--- config.mk ---
export PLATFORM = sky130hd
export DESIGN_NAME = distortion_shaper
export DESIGN_NICKNAME = d
export VERILOG_FILES = /design/src/rtl/distortion_shaper.sv
export SDC_FILE = /design/constraint.sdc
export NUM_CORES = 1
export LEC_CHECK = 0
export BUFFER_PORTS_ARGS = -buffer_cell sky130_fd_sc_hd__buf_2
export CAP_MARGIN = 25
export CORE_UTILIZATION = 56
export CTS_BUF_LIST = sky130_fd_sc_hd__clkbuf_4 sky130_fd_sc_hd__clkbuf_8 sky130_fd_sc_hd__clkbuf_16
export DETAILED_ROUTE_END_ITERATION = 8
export PLACE_DENSITY_LB_ADDON = 0.25
export SYNTH_ARGS = -nofsm -noshare
export SYNTH_HDL_FRONTEND = slang
export SYNTH_SLANG_ARGS = --single-unit
export TNS_END_PERCENT = 100
--- constraint.sdc ---
create_clock -name clk_i -period 15.1 [get_ports clk_i]
set_input_delay 0.755 -clock clk_i [delete_from_list [all_inputs] [get_ports clk_i]]
set_output_delay 0.755 -clock clk_i [all_outputs]
set_load 0.02 [all_outputs]
--- src/rtl/distortion_shaper.sv ---
// Three-stage pre-gain + waveshaper (bypass / hard / soft / asymmetric clip) for signed PCM.
// Define DIST_CLIP_CNT_EN to build the saturating clip-event counter; otherwise clip_count_o is 0.
module distortion_shaper #(
   parameter int DATA_W = 24,
   parameter int GAIN_W = 8,
   parameter int FRAC_W = 4,
   parameter int CNT_W  = 16
) (
   input  logic              clk_i,
   input  logic              rst_i,
   input  logic              in_valid_i,
   input  logic [DATA_W-1:0] sample_in_i,
   input  logic              cfg_load_i,
   input  logic [1:0]        cfg_mode_i,
   input  logic [GAIN_W-1:0] cfg_gain_i,
   input  logic [DATA_W-2:0] cfg_thresh_i,
   output logic              out_valid_o,
   output logic [DATA_W-1:0] sample_out_o,
   output logic              clip_out_o,
   input  logic              clip_clr_i,
   output logic [CNT_W-1:0]  clip_count_o
);

   localparam int PW = DATA_W + GAIN_W - FRAC_W + 1;
   localparam int MW = DATA_W + GAIN_W + 1;

   logic [1:0]        mode_q;
   logic [GAIN_W-1:0] gain_q;
   logic [DATA_W-2:0] thr_q;

   logic                     v1_q;
   logic signed [DATA_W-1:0] x1_q;
   logic [1:0]               mode1_q;
   logic [GAIN_W-1:0]        gain1_q;
   logic [DATA_W-2:0]        thr1_q;

   logic                     v2_q;
   logic signed [DATA_W-1:0] x2_q;
   logic [1:0]               mode2_q;
   logic [DATA_W-2:0]        thr2_q;
   logic signed [PW-1:0]     p2_q;

   logic                     out_valid_q;
   logic [DATA_W-1:0]        y_q;
   logic                     clip_q;

   logic signed [MW-1:0]     prod;
   logic signed [PW-1:0]     p_d;
   logic [DATA_W-1:0]        y_d;
   logic                     clip_d;
   logic                     neg;
   logic [PW-1:0]            mag, t_ext, k_ext, soft_raw, soft_lim;

   always_ff @(posedge clk_i) begin
      if (rst_i) begin
         mode_q <= 2'd0;
         gain_q <= GAIN_W'(1 << FRAC_W);
         thr_q  <= '1;
      end else if (cfg_load_i) begin
         mode_q <= cfg_mode_i;
         gain_q <= cfg_gain_i;
         thr_q  <= cfg_thresh_i;
      end
   end

   // Gain is unsigned, so widen it with a zero MSB before the signed multiply.
   assign prod = x1_q * $signed({1'b0, gain1_q});
   assign p_d  = PW'(prod >>> FRAC_W);

   always_ff @(posedge clk_i) begin
      if (rst_i) begin
         v1_q    <= 1'b0;
         x1_q    <= '0;
         mode1_q <= 2'd0;
         gain1_q <= '0;
         thr1_q  <= '0;
         v2_q    <= 1'b0;
         x2_q    <= '0;
         mode2_q <= 2'd0;
         thr2_q  <= '0;
         p2_q    <= '0;
      end else begin
         v1_q <= in_valid_i;
         if (in_valid_i) begin
            x1_q    <= $signed(sample_in_i);
            mode1_q <= mode_q;
            gain1_q <= gain_q;
            thr1_q  <= thr_q;
         end
         v2_q <= v1_q;
         if (v1_q) begin
            x2_q    <= x1_q;
            mode2_q <= mode1_q;
            thr2_q  <= thr1_q;
            p2_q    <= p_d;
         end
      end
   end

   always_comb begin
      neg      = p2_q[PW-1];
      mag      = neg ? $unsigned(-p2_q) : $unsigned(p2_q);
      t_ext    = PW'(thr2_q);
      k_ext    = t_ext >> 1;
      soft_raw = k_ext + ((mag - k_ext) >> 2);
      soft_lim = (soft_raw > t_ext) ? t_ext : soft_raw;
      y_d      = DATA_W'(p2_q);
      clip_d   = 1'b0;
      case (mode2_q)
         2'd0: y_d = x2_q;
         2'd1: begin
            if (mag > t_ext) begin
               clip_d = 1'b1;
               y_d    = neg ? -DATA_W'(t_ext) : DATA_W'(t_ext);
            end
         end
         2'd2: begin
            if (mag > k_ext) begin
               clip_d = 1'b1;
               y_d    = neg ? -DATA_W'(soft_lim) : DATA_W'(soft_lim);
            end
         end
         default: begin
            // Asymmetric: negative half clamps at half the positive threshold.
            if (!neg && (mag > t_ext)) begin
               clip_d = 1'b1;
               y_d    = DATA_W'(t_ext);
            end else if (neg && (mag > k_ext)) begin
               clip_d = 1'b1;
               y_d    = -DATA_W'(k_ext);
            end
         end
      endcase
   end

   always_ff @(posedge clk_i) begin
      if (rst_i) begin
         out_valid_q <= 1'b0;
         y_q         <= '0;
         clip_q      <= 1'b0;
      end else begin
         out_valid_q <= v2_q;
         if (v2_q) begin
            y_q    <= y_d;
            clip_q <= clip_d;
         end
      end
   end

   assign out_valid_o  = out_valid_q;
   assign sample_out_o = y_q;
   assign clip_out_o   = clip_q;

`ifdef DIST_CLIP_CNT_EN
   logic [CNT_W-1:0] cnt_q;

   always_ff @(posedge clk_i) begin
      if (rst_i || clip_clr_i) begin
         cnt_q <= '0;
      end else if (out_valid_q && clip_q && (cnt_q != '1)) begin
         cnt_q <= cnt_q + CNT_W'(1);
      end
   end

   assign clip_count_o = cnt_q;
`else
   logic unused_clip_clr;
   assign unused_clip_clr = clip_clr_i;
   assign clip_count_o    = '0;
`endif

endmodule

After elaboration in Yosys (flattened, before gate mapping)

Cells that the tools add are included.

Equal/unequal tests: 2
Multipliers: 1
Add/subtract/negate cells: 6
Mux-type cells: 14
Order comparisons: 3
Reductions and logical operators: 4

Operator list:

| cell                 | number |
|---|---|
| $mux W24             | 7 |
| $pmux W24 S3         | 1 |
| $mul A24 B9 Y33      | 1 |
| $gt A29 B22 Y1       | 1 |
| $gt A29 B23 Y1       | 1 |
| $mux W29             | 1 |
| $neg A29 Y29         | 1 |
| $sub A29 B22 Y29     | 1 |
| $add A22 B27 Y28     | 1 |
| $gt A28 B23 Y1       | 1 |
| $neg A22 Y24         | 1 |
| $neg A23 Y24         | 1 |
| $neg A24 Y24         | 1 |
| $mux W1              | 4 |
| $pmux W1 S3          | 1 |
| $eq A2 B1 Y1 const B | 1 |
| $eq A2 B2 Y1 const B | 1 |
| $logic_and A1 B1 Y1  | 2 |
| $logic_not A2 Y1     | 1 |
| $logic_not A1 Y1     | 1 |

Bits of input ports: 62
Output and inout port bits: 42
Logic and storage cells: 46
Bits in registers: 196

Logic depth before layout (Yosys ltp)

Depth after elaboration: 10
Mapped depth: 53
Depth with buffers taken out: 48

Worst setup path after synthesis

Ideal clock, no wire load.

Path type: flip-flop to flip-flop
Start point: register p2_q[28]
End point: register y_q[18] (netlist: sample_out_o[18])
Slack: 4451 ps
Stages on the path, launching flop included: 51
Arrival: 10558 ps
Clock period less this slack: 10649 ps
Setup time: 91 ps
Buffers on the path: 8
Required time: 15009 ps
Path through: dfxtp_1 -> clkbuf_1 -> clkbuf_1 -> clkbuf_1 -> clkbuf_1 -> clkbuf_1 -> clkbuf_1 -> nand2_1 -> xnor2_1 -> ha_1 -> a211o_1 -> o211ai_1 -> o2111a_1 -> nor2_1 -> a21oi_1 -> nor2b_1 -> o21a_1 -> o21a_1 -> [... 15 more ...] -> nor4_1 -> a22oi_1 -> o21ai_0 -> nand2_1 -> a221oi_4 -> buf_6 -> buf_2 -> mux2i_1 -> ha_1 -> inv_1 -> nor4b_1 -> nand2b_1 -> a211oi_1 -> nand3_1 -> or3_1 -> a311o_1 -> a2111o_1 -> a311oi_1

Word-level cells in the longest chain between the ends: 10
Elaborated cells on any way between the ends: 19
Classes of those cells: add/sub: 4; order compare: 3; mux: 9; reduce/logical: 3

Ends and longest elaborated chain:

| item                   | RTL line | text |
|---|---|---|
| from (decl)            | 41       | `logic signed [PW-1:0] p2_q;` |
| from (signal assigned) | 95       | `p2_q <= p_d;` |
| $neg A29 Y29           | 102      | `mag = neg ? $unsigned(-p2_q) : $unsigned(p2_q);` |
| $mux W29               | 102      |  |
| $sub A29 B22 Y29       | 105      | `soft_raw = k_ext + ((mag - k_ext) >> 2);` |
| $add A22 B27 Y28       | 105      |  |
| $gt A28 B23 Y1         | 106      | `soft_lim = (soft_raw > t_ext) ? t_ext : soft_raw;` |
| $mux W24               | 106      |  |
| $neg A24 Y24           | 120      | `y_d = neg ? -DATA_W'(soft_lim) : DATA_W'(soft_lim);` |
| $mux W24               | 120      |  |
| $mux W24               | 118      | `if (mag > k_ext) begin` |
| $pmux W24 S3 (*)       | 109      | `case (mode2_q)` |
| to (signal assigned)   | 144      | `y_q <= y_d;` |
| to (decl)              | 44       | `logic [DATA_W-1:0] y_q;` |

Every way passes the cells marked *; elsewhere a longest branch is shown, timed or not.
A chain may end at the register's enable or synchronous reset.

Worst setup path after layout

Start point: register p2_q[3]
End point: register y_q[18] (netlist: sample_out_o[18])

Word-level cells in the longest chain between the ends: 10
Elaborated cells on any way between the ends: 17
Classes of those cells: add/sub: 4; order compare: 3; mux: 8; reduce/logical: 2

Ends and longest elaborated chain:

| item             | RTL line |
|---|---|
| $neg A29 Y29     | 102 |
| $mux W29 (*)     | 102 |
| $sub A29 B22 Y29 | 105 |
| $add A22 B27 Y28 | 105 |
| $gt A28 B23 Y1   | 106 |
| $mux W24         | 106 |
| $neg A24 Y24     | 120 |
| $mux W24         | 120 |
| $mux W24         | 118 |
| $pmux W24 S3 (*) | 109 |

Marks and branches as above.

==> run summary <==
Initial antenna violation count: 1
Inserted Clock Buffers: 17
Synth area leader: dfxtp_1
Setup crit start: p2_q[3]
Antenna viol nets, final: 0
Critical R2R Launch: p2_q[3]
Most common cell on crit path: o21a_1
Clock Tree Root: clkbuf_16
Number of flops mapped to enable cells by yosys: 0
Synth Cell Area: 21300 um2
CP Launch Type: flip-flop
Clock Pin Slew Worst Setup and Hold Paths: 0.11 ns
Synth Flop Type: dfxtp_1
Die H: 197 um
Max Root-Sink Buffers: 2
RSZ-0062 raised after global routing: no
Multi-input logic area: 15800 um2
Setup crit end kind: flip-flop
Hpwl dp: 52800 um
Post-Syn Area per Cell: 8.12 um2
Final hold vios: 0
First-pass GRT wire length: 106000 um
Max-slew violation count: 0
Ports: 104
Maximum Capacitance Violations: 0
Tot Pwr: 2.17 mW
Syn. warnings: 0
Buffers on Ports: 86
Fin cells: 3132
Worst reg2reg path endpoint: sample_out_o[18]
Clk_lat worst skew: 0.52 ns
Storage element area: 3930 um2
Initial Util: 56.7%
CTS tree: yes
CTS Hold Buffers Added: 0
Hold_ws: 0.462 ns
Top post-synthesis cells by area: dfxtp_1 18%, fa_1 14%, ha_1 9.4%, mux2i_1 7.2%, nor2_1 5.2%
Routability cong.: 1.03
DR iter-0 viols: 1755
CP Class: reg -> reg
DR WL/cell: 22.2 um
Critical path capture point: sample_out_o[18]
Vias per inst: 6.06
DR DRC count: 0
Crit path largest cell delay: 0.83 ns
Setup TNS: 0 ns
Final cell utilization of the core: 60.3%
Core area: 37600 um2
Final setup vio count: 0
Yosys reg bits: 196
Largest fanout on the critical path: 67
Number of global-route vias before repair: 17906
Yosys cell types: 84
CTS Sinks: 196
H-tree depth: 4
Data arrival, critical path: 12.71 ns
Total grt overflow: 0
NumNets Final: 2981
Die Wd: 197 um
PwrDens: 95.9 nW/um2
Synth async-reset ratio: 0%
Worst-Margin Slew: 1.08 ns
Post-CTS Setup Inserts: 0
Post-Synthesis Cells: 2626
R2R setup slack: 2.81 ns
Total GRT Usage: 36.1%
Worst min-delay path category: in -> reg
Crit share post-route: 81.4%
ANT cells: 0
Relative max-transition margin: 26.7%
# rows: 71
Fraction of final layout cells sized beyond drive strength 1: 7.55%
Peak supply drop: 88.9 uV
WL final: 69600 um
Largest net degree at the start of global routing: 93
Die area: 38800 um2
Inst Count DP: 3098
Run status: complete, no violations
Fmax: 0.0814 GHz
Cts repair resizes: 0
CP required: 15.52 ns
Layout area overhead: 6.34%
Iteration count of the initial detailed-routing pass: 6
Reg2reg path depth: 43
Filler cells: 3397
Register area share after synthesis: 18.4%
Slowest CP cell: nor4_1
Final Skew: 0.0330 ns
Share of the synthesized area in the top cell type: 18.4%
Via count: 18988
Shortest period the worst path allows: 12.29 ns
Leak: 10.5 nW
==> critical path: cells and delay by family (launching register included) <==
kind / cells / cell delay [ns]
AOI/OAI and AO/OA: 18 / 4.54
xor gates and xnor gates: 3 / 0.73
adders and majority gates: 4 / 1.29
buffers and inverters: 2 / 0.73
DFF: 1 / 0.43
muxes: 1 / 0.34
and+or+nand+nor: 15 / 4.06
==> stage by stage <==
step           setup slack (ns)  cell area [um2]
5_1_grt                    2.22            22700
3_3_place_gp               3.31            22000
3_5_place_dp               3.10            22000
6_report                   2.81            22700
4_1_cts                    3.04            22600
2_1_floorplan              4.45            21400
==> cell usage after synthesis, drive strengths merged, types with 12 or more instances <==
library cell and instances:
nor2 297, inv 238, dfxtp 196, nand2 196, ha 160, mux2i 153, fa 151, clkbuf 139
and2 127, a21oi 115, xnor2 115, o21ai 104, nor3 52, a211oi 48, buf 43, nor2b 43
a21o 40, nand3 33, o211ai 31, a211o 28, xor2 25, nand4 23, o21a 22, o31ai 20
or3 20, nand2b 19, a31oi 16, or2 13, nor4 12
==> registers in the layout (all words and copies together), names as in the netlist, 2 cells and up <==
signal,flops
gain1_q,8
gain_q,8
mode1_q,2
mode2_q,2
mode_q,2
p2_q,29
sample_out_o,24
thr1_q,23
thr2_q,23
thr_q,23
x1_q,24
x2_q,24
==> cells by family after synthesis <==
kind of cell | share of synthesized area [%]
AO/OA/AOI/OAI | 16.6
XOR/XNOR | 5.75
adder cells (fa/ha/maj) | 23.6
buffers and inverters | 8.00
flip-flops | 18.4
multiplexers | 8.15
other | 0.0176
AND/OR/NAND/NOR | 19.5
==> worst min-delay path by stage <==
stage,startpoint,to,depth (start not counted)
2_1_floorplan,thr_q[0],thr1_q[0],2
3_3_place_gp,sample_out_o[6],sample_out_o[6],2
3_5_place_dp,sample_out_o[6],sample_out_o[6],2
4_1_cts,cfg_thresh_i[17],thr_q[17],2
5_1_grt,cfg_thresh_i[22],thr_q[22],2
6_report,cfg_thresh_i[12],thr_q[12],2
==> area by class of cell <==
| class | count | share of cell area [%] |
|---|---|---|
| Inverter | 241 | 3.99 |
| Sequential cell | 196 | 17.3 |
| Clock buffer | 18 | 1.99 |
| Tap cell | 511 | 2.82 |
| Multi-Input combinational cell | 2022 | 69.5 |
| Timing Repair Buffer | 130 | 3.44 |
| Clock inverter | 14 | 0.922 |
==> power by group <==
part,switching (mW),total (mW),internal (mW)
logic,0.691,1.08,0.392
clock network,0.270,0.512,0.242
registers,0.0374,0.579,0.541
==> metal layers <==
layer,part of all wire (%),up-vias,global-route usage (%)
met1,42,9160,47.3
li1,-,8890,-
met2,45,791,57.9
met4,4.7,2,17.2
met3,7.9,145,6.21
met5,0.086,-,0
==> layout by cell type, fill, tap and decap left out, types with 48 or more instances in the layout <==
cell | synthesis | routed
nor2_1 | 297 | 297
inv_1 | 238 | 238
a21oi_1 | 115 | 115
ha_1 | 160 | 160
mux2i_1 | 153 | 153
buf_2 | 8 | 84
o21ai_0 | 103 | 103
and2_1 | 127 | 127
a211oi_1 | 48 | 48
xnor2_1 | 115 | 115
fa_1 | 151 | 151
dfxtp_1 | 196 | 194
nand2_1 | 196 | 196
nor3_1 | 52 | 52
Power figures use the tool's default switching activity.
